## src/rtl/mem_access_ctrl.sv

```systemverilog
// mem_access_ctrl: MEM-stage load/store controller between EX/MEM and a word-addressed data bus.
// Latency: accept at edge N, bus_req after N; bus_rdy in first REQ cycle -> done after N+2; +1 per wait cycle.
// Backpressure: busy holds the pipeline while in REQ; REQ holds all bus outputs until bus_rdy (or timeout).
//
// Optional feature macro: MEM_ACCESS_TIMEOUT_EN -- abort an access after TO_CYC REQ cycles
// without bus_rdy and flag it on bus_err. Without the macro REQ waits indefinitely and bus_err is 0.
//
// Ports:
//   clk, reset            clock, asynchronous active-high reset
//   ex_en, ex_mem_op      request valid and operation (0 NOP, 1 LDW, 2 LDH, 3 LDHU, 4 LDB, 5 LDBU,
//                         6 STW, 7 STH, 8 STB, 9-15 NOP)
//   ex_out                byte address; ex_mem_wr_data store data
//   bus_req/addr/rw/wr_data/byte_en   bus request side (registered, stable while busy)
//   bus_rdy, bus_rd_data  bus completion and read data
//   out                   extended load result, held until the next completing load
//   done, miss_align, bus_err  single-cycle completion / misalignment / timeout pulses
//   busy                  high while an access is outstanding (state REQ)
module mem_access_ctrl #(
    parameter int ADDR_W = 32,
    parameter int TO_W   = 8,
    parameter int TO_CYC = 255
) (
    input  logic              clk,
    input  logic              reset,
    input  logic              ex_en,
    input  logic [3:0]        ex_mem_op,
    input  logic [ADDR_W-1:0] ex_out,
    input  logic [31:0]       ex_mem_wr_data,
    output logic              bus_req,
    output logic [ADDR_W-3:0] bus_addr,
    output logic              bus_rw,
    output logic [31:0]       bus_wr_data,
    output logic [3:0]        bus_byte_en,
    input  logic              bus_rdy,
    input  logic [31:0]       bus_rd_data,
    output logic [31:0]       out,
    output logic              done,
    output logic              miss_align,
    output logic              busy,
    output logic              bus_err
);

    typedef enum logic {
        IDLE = 1'b0,
        REQ  = 1'b1
    } state_t;

    localparam logic [3:0] OP_LDW  = 4'd1;
    localparam logic [3:0] OP_LDH  = 4'd2;
    localparam logic [3:0] OP_LDHU = 4'd3;
    localparam logic [3:0] OP_LDB  = 4'd4;
    localparam logic [3:0] OP_LDBU = 4'd5;
    localparam logic [3:0] OP_STW  = 4'd6;
    localparam logic [3:0] OP_STH  = 4'd7;
    localparam logic [3:0] OP_STB  = 4'd8;

    state_t            state_q, state_d;
    logic              bus_req_q, bus_req_d;
    logic [ADDR_W-3:0] bus_addr_q, bus_addr_d;
    logic              bus_rw_q, bus_rw_d;
    logic [31:0]       bus_wr_data_q, bus_wr_data_d;
    logic [3:0]        bus_byte_en_q, bus_byte_en_d;
    logic [31:0]       out_q, out_d;
    logic              done_q, done_d;
    logic              miss_align_q, miss_align_d;
    logic [3:0]        op_q, op_d;
    logic [1:0]        off_q, off_d;
    // Completion is seen on the bus_rdy edge but reported one cycle later.
    logic              cmp_pend_q, cmp_pend_d;

`ifdef MEM_ACCESS_TIMEOUT_EN
    // Abort on the REQ cycle whose increment would bring the count to TO_CYC.
    localparam logic [TO_W-1:0] TO_LAST = TO_W'(TO_CYC - 1);
    logic [TO_W-1:0]   to_cnt_q, to_cnt_d;
    logic              err_pend_q, err_pend_d;
    logic              bus_err_q, bus_err_d;
`else
    logic [TO_W-1:0]   unused_to_cfg;
    assign unused_to_cfg = TO_W'(TO_CYC);
`endif

    // ------------------------------------------------------------------
    // Request decode: class, alignment and store lane steering
    // ------------------------------------------------------------------
    logic        req_is_ld;
    logic        req_is_st;
    logic        req_aligned;
    logic [1:0]  req_off;
    logic [31:0] st_data;
    logic [3:0]  st_be;

    always_comb begin
        req_off     = ex_out[1:0];
        req_is_ld   = 1'b0;
        req_is_st   = 1'b0;
        req_aligned = 1'b1;
        st_data     = ex_mem_wr_data;
        st_be       = 4'b1111;
        case (ex_mem_op)
            OP_LDW: begin
                req_is_ld   = 1'b1;
                req_aligned = (req_off == 2'd0);
            end
            OP_LDH, OP_LDHU: begin
                req_is_ld   = 1'b1;
                req_aligned = ~req_off[0];
            end
            OP_LDB, OP_LDBU: begin
                req_is_ld   = 1'b1;
            end
            OP_STW: begin
                req_is_st   = 1'b1;
                req_aligned = (req_off == 2'd0);
            end
            OP_STH: begin
                req_is_st   = 1'b1;
                req_aligned = ~req_off[0];
                st_data     = {2{ex_mem_wr_data[15:0]}};
                st_be       = req_off[1] ? 4'b1100 : 4'b0011;
            end
            OP_STB: begin
                req_is_st   = 1'b1;
                st_data     = {4{ex_mem_wr_data[7:0]}};
                st_be       = 4'b0001 << req_off;
            end
            default: begin
            end
        endcase
    end

    // ------------------------------------------------------------------
    // Load data lane select and extension, using the latched op/offset
    // ------------------------------------------------------------------
    logic [15:0] ld_half;
    logic [7:0]  ld_byte;
    logic [31:0] ld_val;

    always_comb begin
        ld_half = off_q[1] ? bus_rd_data[31:16] : bus_rd_data[15:0];
        ld_byte = bus_rd_data[{off_q, 3'b000} +: 8];
        case (op_q)
            OP_LDW:  ld_val = bus_rd_data;
            OP_LDH:  ld_val = {{16{ld_half[15]}}, ld_half};
            OP_LDHU: ld_val = {16'h0000, ld_half};
            OP_LDB:  ld_val = {{24{ld_byte[7]}}, ld_byte};
            OP_LDBU: ld_val = {24'h000000, ld_byte};
            // Stores keep the previous load result.
            default: ld_val = out_q;
        endcase
    end

    // ------------------------------------------------------------------
    // Next-state and output logic
    // ------------------------------------------------------------------
    always_comb begin
        state_d       = state_q;
        bus_req_d     = bus_req_q;
        bus_addr_d    = bus_addr_q;
        bus_rw_d      = bus_rw_q;
        bus_wr_data_d = bus_wr_data_q;
        bus_byte_en_d = bus_byte_en_q;
        out_d         = out_q;
        op_d          = op_q;
        off_d         = off_q;
        cmp_pend_d    = 1'b0;
        done_d        = cmp_pend_q;
        miss_align_d  = 1'b0;
`ifdef MEM_ACCESS_TIMEOUT_EN
        to_cnt_d      = to_cnt_q;
        err_pend_d    = 1'b0;
        bus_err_d     = err_pend_q;
`endif

        case (state_q)
            IDLE: begin
                if (ex_en && (req_is_ld || req_is_st)) begin
                    if (!req_aligned) begin
                        // Rejected without touching the bus or out.
                        done_d       = 1'b1;
                        miss_align_d = 1'b1;
                    end else begin
                        bus_req_d     = 1'b1;
                        bus_addr_d    = ex_out[ADDR_W-1:2];
                        bus_rw_d      = req_is_ld;
                        bus_wr_data_d = req_is_st ? st_data : bus_wr_data_q;
                        bus_byte_en_d = req_is_st ? st_be : 4'b1111;
                        op_d          = ex_mem_op;
                        off_d         = req_off;
                        state_d       = REQ;
`ifdef MEM_ACCESS_TIMEOUT_EN
                        to_cnt_d      = '0;
`endif
                    end
                end
            end

            REQ: begin
                if (bus_rdy) begin
                    bus_req_d  = 1'b0;
                    cmp_pend_d = 1'b1;
                    out_d      = ld_val;
                    state_d    = IDLE;
`ifdef MEM_ACCESS_TIMEOUT_EN
                end else if (to_cnt_q == TO_LAST) begin
                    bus_req_d  = 1'b0;
                    cmp_pend_d = 1'b1;
                    err_pend_d = 1'b1;
                    state_d    = IDLE;
                end else begin
                    to_cnt_d   = to_cnt_q + 1'b1;
`endif
                end
            end

            default: begin
                state_d = IDLE;
            end
        endcase
    end

    // ------------------------------------------------------------------
    // State registers
    // ------------------------------------------------------------------
    always_ff @(posedge clk or posedge reset) begin
        if (reset) begin
            state_q       <= IDLE;
            bus_req_q     <= 1'b0;
            bus_addr_q    <= '0;
            bus_rw_q      <= 1'b1;
            bus_wr_data_q <= '0;
            bus_byte_en_q <= '0;
            out_q         <= '0;
            done_q        <= 1'b0;
            miss_align_q  <= 1'b0;
            op_q          <= '0;
            off_q         <= '0;
            cmp_pend_q    <= 1'b0;
`ifdef MEM_ACCESS_TIMEOUT_EN
            to_cnt_q      <= '0;
            err_pend_q    <= 1'b0;
            bus_err_q     <= 1'b0;
`endif
        end else begin
            state_q       <= state_d;
            bus_req_q     <= bus_req_d;
            bus_addr_q    <= bus_addr_d;
            bus_rw_q      <= bus_rw_d;
            bus_wr_data_q <= bus_wr_data_d;
            bus_byte_en_q <= bus_byte_en_d;
            out_q         <= out_d;
            done_q        <= done_d;
            miss_align_q  <= miss_align_d;
            op_q          <= op_d;
            off_q         <= off_d;
            cmp_pend_q    <= cmp_pend_d;
`ifdef MEM_ACCESS_TIMEOUT_EN
            to_cnt_q      <= to_cnt_d;
            err_pend_q    <= err_pend_d;
            bus_err_q     <= bus_err_d;
`endif
        end
    end

    assign bus_req     = bus_req_q;
    assign bus_addr    = bus_addr_q;
    assign bus_rw      = bus_rw_q;
    assign bus_wr_data = bus_wr_data_q;
    assign bus_byte_en = bus_byte_en_q;
    assign out         = out_q;
    assign done        = done_q;
    assign miss_align  = miss_align_q;
    assign busy        = (state_q == REQ);
`ifdef MEM_ACCESS_TIMEOUT_EN
    assign bus_err     = bus_err_q;
`else
    assign bus_err     = 1'b0;
`endif

endmodule

```

## config.mk

```make
export PLATFORM = sky130hd
export DESIGN_NAME = mem_access_ctrl
export DESIGN_NICKNAME = d
export VERILOG_FILES = /design/src/rtl/mem_access_ctrl.sv
export SDC_FILE = /design/constraint.sdc
export NUM_CORES = 1
export LEC_CHECK = 0
export ABC_AREA = 1
export BUFFER_PORTS_ARGS = -buffer_cell sky130_fd_sc_hd__buf_2
export CAP_MARGIN = 0
export CORE_AREA = 2 2 132 108
export CTS_CLUSTER_SIZE = 30
export DETAILED_ROUTE_END_ITERATION = 6
export DIE_AREA = 0 0 134 110
export PLACE_DENSITY_LB_ADDON = 0.05
export RECOVER_POWER = 50
export SYNTH_ARGS = -nofsm -noshare
export SYNTH_HDL_FRONTEND = slang
export SYNTH_SLANG_ARGS = --single-unit
```

## constraint.sdc

```tcl
create_clock -name clk -period 8.34 [get_ports clk]
set_clock_uncertainty 0.2 [all_clocks]
set_input_delay 1.251 -clock clk [delete_from_list [all_inputs] [get_ports clk]]
set_output_delay 1.251 -clock clk [all_outputs]
set_load 0.03 [all_outputs]
```

==> flow_summary_export.csv <==
group,metric,value,unit
setup_path,required,7.74,ns
cts,cts_tree,"done",
grt,grt_usage,22.4,%
timing,fin_crit,5.70,ns
detailed_routing,avgRoutedWirePerCell,14.6,µm
timing,slew_violations,113,
detailed_routing,routed_wl,16300,µm
cells_and_area,n_antenna_cell,0,
setup_path,cp_slowest_cell,"clkbuf_1",
die,core,13400,µm²
timing,final-hold-violation-count,0,
placement,gp_congestion,0.908,
yosys,synth_edf_count,0,
power,leakagePower,3.59,nW
power,power_density,328,nW/µm²
cts,cts_max_path_buffers,2,
setup_path,critical_path.max_fanout,71,
setup_path,cpPeakStageDelay,2.73,ns
job,drv_cap,2,
yosys,yosys-top-cells-count,"nand2_1, dfrtp_1, nor2_1",
timing,setup_violations,0,
timing,tightest_slew,3.78,ns
timing,slew_headroom,-152,%
cts,cts-root-buf,"clkbuf_16",
yosys,synth_seq_cells,110,
status,status,"complete, but fails checks",
setup_path,worstPathArrival,5.10,ns
yosys,syn_nets,854,
placement,post-dp-hpwl,11900,µm
cells_and_area,fin_util,50.4,%
yosys,syn_inst,750,
cts,cts_resized,0,
yosys,ys_seq_area_share,49.9,%
status,violations,"capacitance limit, slew limit",
setup_path,r2r_slack,5.18,ns
yosys,synth_top_area_cell,"dfrtp_1",
placement,portBuffers,206,
timing,holdWs,0.240,ns
die,start_util,41.3,%
yosys,ys_top_cells_by_area,"dfrtp_1, nand2_1, nand3_1",
detailed_routing,routed-via-count,5516,
timing,min_period_over_period,68.3,%
power,ir_worst_vdd,0.145,mV
timing,fin_ws,2.64,ns
yosys,synth_ff_type,"dfrtp_1",
yosys,yosysWarnings,0,
die,dieArea,14700,µm²
detailed_routing,drc_errors,0,
placement,pre_cts_slack,2.58,ns
power,total_power,0.00221,W
detailed_routing,firstDrtPassIters,5,
cts,htreeDepth,3,
cts,clock_sinks,110,
cts,cts_setup_buffers,0,
cells_and_area,syn2layout_area_growth,22.0,%
setup_path,start_kind,"input port",
setup_path,setup.worst_path.end_class,"async pin",
yosys,synth.most_common_cell,"nand2_1",
yosys,syn_area_per_cell,7.35,µm²
detailed_routing,ant_nets,0,
cells_and_area,nets,1031,
setup_path,cp_cell_sequence,"buf_2 -> clkinvlp_2 -> clkbuf_1",
detailed_routing,drt_iter0_drc,427,
die,rows,38,
cts,holdBufCountCts,0,
grt,antenna_found_initial,0,
grt,grt-ovfl-total,0,
yosys,ys_types,25,
setup_path,crit_type,"input port to async pin",
cts,numCtsBuffers,9,
detailed_routing,vias_per_cell,4.96,
yosys,syn_area,5510,µm²
cells_and_area,drive_gt1_share,14.2,%
die,die_h,110,µm
timing,rsz0062_at_grt,"no",
timing,fin_setup_tns,0,ns
die,ios,208,
grt,grt_max_degree,72,
die,die_w,134,µm
yosys,async_flop_share,100,%
cts,clock_latency,0.36,ns
yosys,synth_top_area_share,49.5,%
grt,grt_pass1_wl,25600,µm
worst_hold_path,hp-class,"flop to flop",
cts,clkSlewWorstSetupHoldPaths,0.08,ns
timing,fmax,175,MHz
grt,first_global_vias,4983,
[placed cells by master (no fill, tap or decap)]
master and instances:
nor2_1 76, clkbuf_8 1, o211ai_1 8, clkinvlp_2 1, nand2_2 5, nor2_4 2, buf_4 1, nand2_1 305
clkbuf_16 9, clkinvlp_4 1, inv_8 1, inv_6 2, nand3_1 62, o21ai_0 23, clkinv_4 2, a21oi_1 18
nor2_2 1, nand4_1 34, dfstp_2 1, and3_1 1, buf_2 102, nor3_1 9, clkbuf_1 105, inv_1 41
inv_2 3, clkinv_1 2, dfrtp_1 109, o21ai_1 5, conb_1 1, nand3b_1 1
[power by group]
part | internal, W | switching [W] | leakage [nW] | total, W
Combinational | 0.000219 | 0.000714 | 2.09 | 0.000933
Sequential | 0.000727 | 0.000122 | 1.35 | 0.000849
Clock | 0.000216 | 0.000209 | 0.142 | 0.000426
Total | 0.00116 | 0.00105 | 3.59 | 0.00221
[through the flow]
step	cell area, µm²	std cells
2_1_floorplan	5510	750
3_5_place_dp	6570	1096
6_report	6730	1112
3_3_place_gp	6570	1096
5_1_grt	6730	1112
4_1_cts	6860	1112
[registers in the layout (all words and copies together) (netlist names)]
| register | flops |
|---|---|
| out | 32 |
| off_q | 2 |
| busy | 1 |
| bus_rw | 1 |
| bus_req | 1 |
| op_q | 4 |
| bus_wr_data | 32 |
| bus_addr | 30 |
| bus_byte_en | 4 |
| done | 1 |
| cmp_pend_q | 1 |
| miss_align | 1 |
[critical path: cells and delay by family]
kind / cells / cell delay [ns]
buffers and inverters: 3 / 3.79
[layout make-up]
class                      instances  area [µm²]
fill                            1433        6630
sequential                       110        2750
multi-input combinational        551        2370
timing repair buffer             208         912
clock buffer                      10         239
tap                              180         225
inverter                          47         178
clock inverter                     6        53.8
[routing by layer]
metal  track usage, %  vias to the layer above  share of wire [%]
li1                 -                     2743                  -
met1             34.0                     2548                 49
met2             32.0                      214                 42
met3             6.40                       11                8.0
met4             3.80                        0               0.81
met5                0                        -                  0
[logic make-up after synthesis]
kind of cell,after synthesis,synth area share [%]
and+or+nand+nor,496,37.6
DFF,110,49.9
buffers and inverters,89,7.15
AOI/OAI and AO/OA,54,5.26
other,1,0.0680
[final timing paths]
path	from	endpoint	cells after the start
setup / recovery	reset	out[21]	3
hold / removal	cmp_pend_q	done	2
setup reg to reg	busy	bus_addr[18]	7
hold reg to reg	cmp_pend_q	done	2
max in group clk	ex_mem_op[1]	bus_addr[18]	10
min in group asynchronous	reset	bus_addr[10]	2
No activity file was read; power rests on OpenSTA's default activity.
